===== src/rtl/distribution_ram_reader.sv =====
// rtl/distribution_ram_reader.sv - full-lattice RAM sweep into a 2-deep ready/valid stream
// Optional macro DIST_READER_COORD_EN adds node_x/node_y coordinate outputs.
module distribution_ram_reader #(
    parameter int DEPTH         = 16*16,
    parameter int ADDRESS_WIDTH = $clog2(DEPTH),
    parameter int DATA_WIDTH    = 32*9,
    parameter int LATTICE_X     = 16
) (
    input  logic                          Clk,
    input  logic                          Reset,
    input  logic                          start,
    output logic                          busy,
    output logic                          done,
    output logic [ADDRESS_WIDTH-1:0]      address,
    output logic                          WE,
    input  logic signed [DATA_WIDTH-1:0]  data_out,
    output logic                          m_valid,
    input  logic                          m_ready,
    output logic signed [DATA_WIDTH-1:0]  m_data,
    output logic [ADDRESS_WIDTH-1:0]      m_addr,
    output logic                          m_last
`ifdef DIST_READER_COORD_EN
    ,
    output logic [ADDRESS_WIDTH-1:0]      node_x,
    output logic [ADDRESS_WIDTH-1:0]      node_y
`endif
);

    // One extra counter bit so the issue count can reach DEPTH without wrapping.
    localparam int CW = ADDRESS_WIDTH + 1;
    localparam logic [CW-1:0]            LAST_CNT  = CW'(DEPTH - 1);
    localparam logic [ADDRESS_WIDTH-1:0] LAST_ADDR = ADDRESS_WIDTH'(DEPTH - 1);
`ifdef DIST_READER_COORD_EN
    localparam logic [ADDRESS_WIDTH-1:0] LX        = ADDRESS_WIDTH'(LATTICE_X);
`endif

    typedef enum logic [1:0] {
        S_IDLE  = 2'd0,
        S_RUN   = 2'd1,
        S_DRAIN = 2'd2,
        S_DONE  = 2'd3
    } state_t;

    state_t                        state;
    state_t                        state_nxt;
    logic [CW-1:0]                 rd_cnt;
    logic [ADDRESS_WIDTH-1:0]      addr_hold;
    logic                          inflight;
    logic [ADDRESS_WIDTH-1:0]      inflight_addr;
    logic [1:0]                    count;
    logic                          wr_ptr;
    logic                          rd_ptr;
    logic signed [DATA_WIDTH-1:0]  fifo_data [2];
    logic [ADDRESS_WIDTH-1:0]      fifo_addr [2];
    logic                          fifo_last [2];
`ifdef DIST_READER_COORD_EN
    logic [ADDRESS_WIDTH-1:0]      fifo_x [2];
    logic [ADDRESS_WIDTH-1:0]      fifo_y [2];
`endif
    logic                          push;
    logic                          pop;
    logic                          issue;
    logic                          drained;

    assign pop  = m_valid & m_ready;
    assign push = inflight;

    // Credit check: entries held plus reads still returning, less what leaves this cycle.
    assign issue = (state == S_RUN) &&
                   (({1'b0, count} + {2'b00, inflight}) < (3'd2 + {2'b00, pop}));

    assign drained = !inflight && ((count == 2'd0) || ((count == 2'd1) && pop));

    assign address = issue ? rd_cnt[ADDRESS_WIDTH-1:0] : addr_hold;
    assign WE      = 1'b0;

    always_ff @(posedge Clk) begin
        if (Reset) begin
            state <= S_IDLE;
        end else begin
            state <= state_nxt;
        end
    end

    always_comb begin
        state_nxt = state;
        unique case (state)
            S_IDLE:  if (start) state_nxt = S_RUN;
            S_RUN:   if (issue && (rd_cnt == LAST_CNT)) state_nxt = S_DRAIN;
            S_DRAIN: if (drained) state_nxt = S_DONE;
            S_DONE:  state_nxt = S_IDLE;
            default: state_nxt = S_IDLE;
        endcase
    end

    always_comb begin
        busy = 1'b0;
        done = 1'b0;
        unique case (state)
            S_RUN, S_DRAIN: busy = 1'b1;
            S_DONE:         done = 1'b1;
            default:        ;
        endcase
    end

    always_ff @(posedge Clk) begin
        if (Reset) begin
            rd_cnt        <= '0;
            addr_hold     <= '0;
            inflight      <= 1'b0;
            inflight_addr <= '0;
        end else begin
            inflight <= issue;
            if ((state == S_IDLE) && start) begin
                rd_cnt <= '0;
            end else if (issue) begin
                rd_cnt <= rd_cnt + CW'(1);
            end
            if (issue) begin
                addr_hold     <= address;
                inflight_addr <= address;
            end
        end
    end

    // Two-entry FIFO: the head only moves on pop, so stalled beats stay stable.
    always_ff @(posedge Clk) begin
        if (Reset) begin
            count  <= 2'd0;
            wr_ptr <= 1'b0;
            rd_ptr <= 1'b0;
            for (int i = 0; i < 2; i++) begin
                fifo_data[i] <= '0;
                fifo_addr[i] <= '0;
                fifo_last[i] <= 1'b0;
`ifdef DIST_READER_COORD_EN
                fifo_x[i]    <= '0;
                fifo_y[i]    <= '0;
`endif
            end
        end else begin
            if (push) begin
                fifo_data[wr_ptr] <= data_out;
                fifo_addr[wr_ptr] <= inflight_addr;
                fifo_last[wr_ptr] <= (inflight_addr == LAST_ADDR);
`ifdef DIST_READER_COORD_EN
                fifo_x[wr_ptr]    <= inflight_addr % LX;
                fifo_y[wr_ptr]    <= inflight_addr / LX;
`endif
                wr_ptr <= ~wr_ptr;
            end
            if (pop) begin
                rd_ptr <= ~rd_ptr;
            end
            case ({push, pop})
                2'b10:   count <= count + 2'd1;
                2'b01:   count <= count - 2'd1;
                default: count <= count;
            endcase
        end
    end

    assign m_valid = (count != 2'd0);
    assign m_data  = fifo_data[rd_ptr];
    assign m_addr  = fifo_addr[rd_ptr];
    assign m_last  = fifo_last[rd_ptr];
`ifdef DIST_READER_COORD_EN
    assign node_x  = fifo_x[rd_ptr];
    assign node_y  = fifo_y[rd_ptr];
`endif

endmodule


===== config.mk =====
export PLATFORM = sky130hd
export DESIGN_NAME = distribution_ram_reader
export DESIGN_NICKNAME = d
export VERILOG_FILES = /design/src/rtl/distribution_ram_reader.sv
export SDC_FILE = /design/constraint.sdc
export NUM_CORES = 1
export LEC_CHECK = 0
export CAP_MARGIN = 20
export CORE_ASPECT_RATIO = 0.7
export CORE_UTILIZATION = 47
export CTS_CLUSTER_DIAMETER = 80
export DETAILED_ROUTE_END_ITERATION = 6
export PLACE_DENSITY = 0.75
export SYNTH_ARGS = -nofsm -noshare
export SYNTH_HDL_FRONTEND = slang
export SYNTH_SLANG_ARGS = --single-unit

===== constraint.sdc =====
create_clock -name Clk -period 11.75 [get_ports Clk]
set_input_delay 2.35 -clock Clk [delete_from_list [all_inputs] [get_ports Clk]]
set_output_delay 2.35 -clock Clk [all_outputs]
set_load 0.1 [all_outputs]

==> results of run 1 <==
==> metal layers <==
layer / share of wire, % / GRT usage [%] / up-vias / wire (microns)
met5: 0.044 / 0 / - / 28
met4: 3.5 / 7.94 / 4 / 2230
met3: 8.1 / 6.97 / 127 / 5190
met2: 50 / 36.9 / 487 / 32100
met1: 38 / 26.0 / 7696 / 24600
li1: - / - / 7265 / -
==> worst max-delay path by stage <==
stage          slack (ns)                             to
6_report             4.00                     address[0]
5_1_grt              3.90                     address[0]
4_1_cts              4.02                     address[0]
3_5_place_dp         4.03                     address[0]
3_3_place_gp         4.10                     address[0]
2_1_floorplan        2.23  fifo_addr[0][0]$_SDFFCE_PN0P_
==> cells by family after synthesis <==
logic type                 share of synthesized area, %
other                                            0.0141
muxes                                              13.1
buffers and inverters                              1.84
AOI/OAI and AO/OA                                 0.511
and+or+nand+nor                                    14.9
adders and majority gates                         0.563
DFF                                                68.7
xor gates and xnor gates                          0.361
==> synthesized netlist by cell type (5+ instances only) <==
library cell  count
xnor2_1           9
and2_1          592
edfxtp_1        594
inv_1            10
ha_1             12
dfxtp_1          25
nor2_1           15
mux2_4            5
and2b_1           7
mux2_2          300
clkbuf_1         72
nand3_1           6
buf_2            27
a211oi_1          5
==> tightest hold or removal path: cells and delay by family (launching register included) <==
| family | cells | cell delay [ns] |
|---|---|---|
| and+or+nand+nor | 1 | 0.08 |
| DFF | 1 | 0.32 |
| xor gates and xnor gates | 1 | 0.08 |
==> report_power, final <==
part / switching, mW / internal, mW
sequential: 0.0882 / 2.69
combinational: 2.87 / 0.968
clock: 0.817 / 1.14
==> final cells by class <==
cell class | instances | area [sq um] | share of cell area, %
Antenna cell | 3 | 7.51 | 0.0213
Clock buffer | 79 | 1620 | 4.60
Clock inverter | 32 | 362 | 1.02
Inverter | 11 | 41.3 | 0.117
Multi-Input combinational cell | 987 | 7870 | 22.3
Sequential cell | 619 | 18300 | 52.0
Tap cell | 740 | 926 | 2.62
Timing Repair Buffer | 614 | 6130 | 17.4
==> flip-flops by register name (all words and copies together), names as in the netlist, named ones only <==
signal,flops
fifo_last,2
inflight_addr,8
rd_ptr,1
inflight,1
state,2
count,2
fifo_data,576
rd_cnt,9
wr_ptr,1
fifo_addr,16
==> out/metrics.cfg, run 1 <==
[hold_path]
min_from = rd_ptr$_SDFFE_PP0P_
worstHoldPathType = flop to flop
hold-path-endpoint = rd_ptr$_SDFFE_PP0P_
whs_path_depth = 2

[timing]
rsz0062_at_grt = no
setup_tns_ns = 0
min_period_over_period_pct = 66.0
setup_viol = 0
timing.hold.ws_ns = 0.525
max_freq_mhz = 129
hold_viol = 0
final-max-slew-violation-count = 77
relSlewSlack_pct = -5.38
fin_skew_ns = 0.0201
worstMarginPinSlew_ns = 1.58
layout_setup_ws_ns = 4.00
finalCriticalPeriod_ns = 7.75

[setup_path]
regToRegSetupSlack_ns = 8.11
critPathArrivalTime_ns = 5.40
criticalPathCategory = input pin to output port
crit_top_cell = clkdlybuf4s50_1
cp.depth = 5
cp-end-kind = output port
cp_slowest_cell = clkdlybuf4s50_1
crit_fanout = 13
path_cells = clkdlybuf4s50_1, or3b_1, a21oi_4, mux2_2, clkdlybuf4s50_1
rr_worst_depth = 6
startpoint = m_ready
cpPeakStageDelay_ns = 1.13
cp_top_family = buffers and inverters
cp_num_buf_inv = 2
start_kind = input pin
r2r_start = wr_ptr$_SDFFE_PP0P_
crit_required_ns = 9.40
crit-reg2reg-capture = fifo_data[1][192]$_SDFFCE_PN0P_

[floorplan]
rows = 72
ios = 601
start_util_pct = 47.9
fp.dieH_microns = 201
coreArea_sq_mm = 0.0557
dieArea_sq_mm = 0.0577
die_x_microns = 287

[pwr]
power_leakage_nw = 13.1
peakVddDrop_mv = 0.146
p_per_area_mw_per_mm2 = 243
power_mw = 8.57

[place]
dpl.cell_count = 2971
portBuffers = 599
dp_hpwl_mm = 41.0
preCtsSetupSlack_ns = 4.03
placed_area_sq_mm = 0.0333
place_congestion = 0.782

[route]
wl_per_cell_microns = 20.8
totalWireLength_mm = 64.1
drcViolationCount = 1
drt.antenna.violating_nets = 0
vias = 15600
drtPass1Iterations = 7
vias_per_cell = 5.05
drt_iter0_markers = 1033

[logic_synthesis]
ys_seq_area_share_pct = 68.7
syn_area_sq_mm = 0.0267
synth.avg_cell_area_sq_um = 15.5
yosysTopAreaCell = edfxtp_1
synth_edf_count = 594
ys_ff_latch = 619
synth.top_cell.area_share_pct = 66.9
ys_types = 37
syn_inst = 1722
ys.flop_type = edfxtp_1
synth_nets = 2026
synth_warnings = 0
async_flop_share_pct = 0
synth.area.top_cells = edfxtp_1 67%, and2_1 14%, mux2_2 13%, dfxtp_1 1.9%, clkbuf_1 1.0%

[grt]
antenna_found_initial = 5
grt_max_degree = 185
grt_use_total_pct = 21.8
overflow = 0
grt_pass1_vias = 16400
grt_pass1_wl_mm = 96.0

[cells_and_area]
final_common_cell = clkdlybuf4s50_1
utilization_pct = 63.4
final_cells = 3085
layout_common_cells = 599 x clkdlybuf4s50_1, 594 x edfxtp_1, 592 x and2_1, 300 x mux2_2, 61 x clkbuf_16
nFillCells = 4050
drive_gt1_share_pct = 17.8
nNetsFinal = 2597
finalInstanceArea_sq_mm = 0.0353
area_delta_synth_final_pct = 32.3

[clocking]
clockBufferDepth = 3
root_buffer = clkbuf_16
insertion_delay_ns = 0.61
numCtsBuffers = 60
cts_tree = yes
cts_setup_buffers = 0
clkSlewWorstSetupHoldPaths_ns = 0.06
postCtsHoldBufs = 0
cts_resized = 0
htree_num_levels = 2
clock-sinks = 619

[outcome]
violations = design-rule violations, max-slew violations
status = finished, violations left

[job]
maxCapViolCount = 0

(Power assumes the default switching activity.)
==> inputs of run 2 (changes only) <==
clock period = 7.7 ns   (was 11.75 ns; I/O delays follow)
==> run 2 against run 1 <==
The flow now finishes without violations. Global-route usage decreased by 0.41 points. Largest power group unchanged. First-iteration DRC count is 13% lower. Routed wire length down 1.5%. Combinational power grew 53%. Largest cell class unchanged. Non-clock buffer count is 1 higher. Register-to-register slack got worse by 3.1 ns. Critical path depth stayed put. Via count fell by 0.38%. Sequential power grew 51%. Clock skew decreased by 0.0045 ns. Worst hold slack lost 0.0060 ns.
==> out/metrics.cfg, run 2 (synthesis results as in run 1) <==
[grt]
antenna_found_initial = 11
grt_use_total_pct = 21.4
grt_pass1_wl_mm = 94.6
grt_max_degree = 201
grt_pass1_vias = 16300
overflow = 0

[route]
wl_per_cell_microns = 20.5
drt.antenna.violating_nets = 0
drtPass1Iterations = 5
vias_per_cell = 5.03
drt_iter0_markers = 897
drcViolationCount = 0
vias = 15500
totalWireLength_mm = 63.1

[timing]
max_freq_mhz = 164
fin_skew_ns = 0.0156
min_period_over_period_pct = 79.2
layout_setup_ws_ns = 1.60
finalCriticalPeriod_ns = 6.10
setup_viol = 0
setup_tns_ns = 0
worstMarginPinSlew_ns = 1.11
timing.hold.ws_ns = 0.519
final-max-slew-violation-count = 0
hold_viol = 0
relSlewSlack_pct = 26.0
rsz0062_at_grt = no

[clocking]
cts_setup_buffers = 0
postCtsHoldBufs = 0
root_buffer = clkbuf_16
htree_num_levels = 2
cts_tree = yes
clock-sinks = 619
numCtsBuffers = 59
clockBufferDepth = 3
insertion_delay_ns = 0.59
cts_resized = 0
clkSlewWorstSetupHoldPaths_ns = 0.06

[place]
place_congestion = 0.773
dpl.cell_count = 2970
preCtsSetupSlack_ns = 1.60
portBuffers = 599
dp_hpwl_mm = 39.7

[outcome]
status = finished, final reports clean

[hold_path]
whs_path_depth = 2
worstHoldPathType = flop to flop

[floorplan]
rows = 72
coreArea_sq_mm = 0.0557
fp.dieH_microns = 201
start_util_pct = 47.9
die_x_microns = 287
ios = 601
dieArea_sq_mm = 0.0577

[cells_and_area]
nNetsFinal = 2597
area_delta_synth_final_pct = 32.4
multiInputGateArea_sq_mm = 0.00787
drive_gt1_share_pct = 17.6
final-seq-area_sq_mm = 0.0183
nFillCells = 4047
layout_common_cells = 599 x clkdlybuf4s50_1, 594 x edfxtp_1, 592 x and2_1, 300 x mux2_2, 61 x clkbuf_16
final_common_cell = clkdlybuf4s50_1
top_regs = fifo_data: 576 flops, fifo_addr: 16 flops, rd_cnt: 9 flops
final_cells = 3087
largest_register_ffs = 576
top_register = fifo_data

[setup_path]
rr_worst_depth = 5
cp_slowest_cell = clkdlybuf4s50_1
critPathArrivalTime_ns = 4.56
cp_top_family = buffers and inverters
crit_fanout = 13
crit_required_ns = 6.16
cpPeakStageDelay_ns = 1.18
crit_top_cell = clkdlybuf4s50_1
criticalPathCategory = input pin to output port
cp_num_buf_inv = 2
path_cells = clkdlybuf4s50_1, or3b_1, a21oi_4, mux2_2, clkdlybuf4s50_1
start_kind = input pin
cp-end-kind = output port
cp.depth = 5

[job]
maxCapViolCount = 0

[pwr]
power_mw = 13.0
pwr-share-comb_pct = 45.3
seqPwrFrac_pct = 32.3
peakVddDrop_mv = 0.236
power_switching_mw = 5.74
clkPwrFrac_pct = 22.4
p_per_area_mw_per_mm2 = 368
swShare_pct = 44.2
intPower_mw = 7.25
power_leakage_nw = 13.1

-- run 2: path summary, 6_finish.rpt --
check / slack, ns / to / from
setup / recovery: 1.60 / address[0] / m_ready
hold reg to reg: 0.52 / rd_cnt[8]$_SDFFE_PP0N_ / rd_cnt[8]$_SDFFE_PP0N_
hold / removal: 0.52 / rd_cnt[8]$_SDFFE_PP0N_ / rd_cnt[8]$_SDFFE_PP0N_
setup reg to reg: 5.01 / fifo_data[1][54]$_SDFFCE_PN0P_ / inflight$_SDFF_PP0_
-- run 2: metrics by stage --
step / area (sq um) / util, %
4_1_cts: 35300 / 63.3
5_1_grt: 35300 / 63.5
6_report: 35300 / 63.5
3_3_place_gp: 33300 / 59.9
2_1_floorplan: 26700 / -
3_5_place_dp: 33300 / 59.9
-- run 2: metal layers --
layer | part of all wire (%) | wire [microns] | global-route usage, %
met2 | 50 | 31800 | 36.9
met5 | 0.089 | 56 | 0
met1 | 38 | 24000 | 24.6
met4 | 3.3 | 2060 | 7.85
met3 | 8.3 | 5250 | 7.30
-- run 2: worst reg2reg max path: cells and delay by family, from the launching register on --
kind                   cells  cell delay (ns)
AND/OR/NAND/NOR            2             0.52
flip-flops                 1             0.47
buffers and inverters      3             1.56
-- run 2: power groups by stage --
stage	Clock (mW)	Combinational, mW	Sequential, mW
after detailed placement	0	5.89	4.27
final	2.91	5.88	4.19
after CTS	2.97	5.91	4.20
after global placement	0	5.88	4.24
after floorplan	0	4.53	4.27
after global routing	3.09	6.04	4.23
-- run 2: layout make-up --
class	instances	area share [%]
well taps	740	2.62
clock buffers	74	4.46
flip-flops and latches	619	51.9
repair buffers	615	17.6
clock inverters	34	0.967
multi-input cells	987	22.3
inverters	11	0.117
diodes	7	0.0496
==> inputs of run 3 (changes only) <==
clock period = 5.76 ns   (was 7.7 ns; I/O delays follow)
==> run 3 against run 2 <==
Global-route usage up 0.11 points. Combinational power grew 34%. Register-to-register slack lost 1.8 ns. Sequential cell count is the same. Clock power rose by 34%. Critical path type unchanged. Largest cell class unchanged.
==> out/metrics.cfg, run 3 (synthesis results as in run 1) <==
[pwr]
pwr-share-comb_pct = 45.4
peakVddDrop_mv = 0.357
power_mw = 17.4
power_switching_mw = 7.69
seqPwrFrac_pct = 32.2
intPower_mw = 9.72
power_leakage_nw = 13.1
clkPwrFrac_pct = 22.4
swShare_pct = 44.2
p_per_area_mw_per_mm2 = 492

[job]
maxCapViolCount = 0

[place]
portBuffers = 599
preCtsSetupSlack_ns = 1.18
place_congestion = 0.781
dpl.cell_count = 2970
dp_hpwl_mm = 40.1
placed_area_sq_mm = 0.0334

[timing]
rsz0062_at_grt = no
setup_viol = 0
timing.hold.ws_ns = 0.504
setup_tns_ns = 0
min_period_over_period_pct = 80.1
worstMarginPinSlew_ns = 1.32
hold_viol = 0
relSlewSlack_pct = 12.1
finalCriticalPeriod_ns = 4.62
max_freq_mhz = 217
final-max-slew-violation-count = 0
fin_skew_ns = 0.0143
layout_setup_ws_ns = 1.14

[clocking]
numCtsBuffers = 59
cts_setup_buffers = 0
clkSlewWorstSetupHoldPaths_ns = 0.06
cts_resized = 0
clock-sinks = 619
cts_tree = yes
insertion_delay_ns = 0.60
root_buffer = clkbuf_16
postCtsHoldBufs = 0
htree_num_levels = 2
clockBufferDepth = 3

[hold_path]
worstHoldPathType = flop to flop

[grt]
grt_use_total_pct = 21.5
grt_pass1_vias = 16400
grt_pass1_wl_mm = 95.3
overflow = 0
grt_max_degree = 297
antenna_found_initial = 13

[route]
dr_wl_met2_mm = 31.5
met1_length_mm = 24.3
totalWireLength_mm = 63.3
vias_per_cell = 5.06
topRoutingLayerUsed = met5
wl_met3_mm = 5.00
vias = 15600
wl_per_cell_microns = 20.5
drt_iter0_markers = 890
drtPass1Iterations = 5
drt.antenna.violating_nets = 0
drcViolationCount = 0

[cells_and_area]
top_regs = fifo_data: 576 flops, fifo_addr: 16 flops, rd_cnt: 9 flops
nNetsFinal = 2596
area_delta_synth_final_pct = 32.6
utilization_pct = 63.6
final_cells = 3089
nFillCells = 4000
largest_register_ffs = 576
final-seq-area_sq_mm = 0.0183
layout_common_cells = 594 x edfxtp_1, 592 x and2_1, 591 x clkdlybuf4s50_1, 300 x mux2_2, 61 x clkbuf_16
final_common_cell = edfxtp_1
top_register = fifo_data
multiInputGateArea_sq_mm = 0.00787
finalInstanceArea_sq_mm = 0.0354
drive_gt1_share_pct = 18.1

[setup_path]
cp_slowest_cell = or3b_1
cp_num_buf_inv = 2
crit_fanout = 13
critPathArrivalTime_ns = 3.46
start_kind = input pin
path_cells = clkdlybuf4s50_1, or3b_1, a21oi_4, mux2_2, buf_4
cp-end-kind = output port
cpPeakStageDelay_ns = 0.56
cp_top_family = buffers and inverters
criticalPathCategory = input pin to output port
crit_required_ns = 4.61

[floorplan]
fp.dieH_microns = 201
start_util_pct = 47.9
die_x_microns = 287
rows = 72
dieArea_sq_mm = 0.0577
ios = 601
coreArea_sq_mm = 0.0557

[outcome]
status = finished, final reports clean

[run 3: changes by cell type in the layout (fill, tap and decap cells not counted), sizes merged]
cell and change:
inv -1, bufinv -1, clkinvlp +4, clkdlybuf4s50 -8, diode +2, clkbuf +6
clkinv -7, buf +7
[run 3: power groups by stage]
stage	Combinational (mW)	Clock, mW	Sequential [mW]
6_report	7.90	3.90	5.60
5_1_grt	8.11	4.15	5.65
4_1_cts	7.95	3.98	5.61
3_5_place_dp	7.91	0	5.70
3_3_place_gp	7.91	0	5.67
2_1_floorplan	6.06	0	5.70
[run 3: worst paths after layout]
| check | from | endpoint | slack [ns] | cells after the start |
|---|---|---|---|---|
| worst max-delay path | m_ready | address[0] | 1.14 | 5 |
| worst min-delay path | rd_cnt[8]$_SDFFE_PP0N_ | rd_cnt[8]$_SDFFE_PP0N_ | 0.50 | 2 |
| worst max register to register | count[0]$_SDFFE_PP0P_ | inflight_addr[0]$_SDFFE_PP0N_ | 3.23 | 6 |
| worst min register to register | rd_cnt[8]$_SDFFE_PP0N_ | rd_cnt[8]$_SDFFE_PP0N_ | 0.50 | 2 |
[run 3: final cells by class]
type	instances	share of cell area, %
Sequential cell	619	51.8
Clock inverter	29	0.859
Multi-Input combinational cell	987	22.2
Inverter	11	0.117
Clock buffer	80	4.63
Tap cell	740	2.62
Timing Repair Buffer	614	17.6
Antenna cell	9	0.0636
[run 3: worst min-delay path, stage by stage, from the launching register on]
cell and delay (ns):
dfxtp_1 0.31, nor2_1 0.10, a211oi_1 0.05
[run 3: routing by layer]
layer | up-vias | track usage [%]
met3 | 134 | 6.70
li1 | 7267 | -
met4 | 8 | 9.04
met2 | 459 | 36.6
met1 | 7763 | 25.1
met5 | - | 0
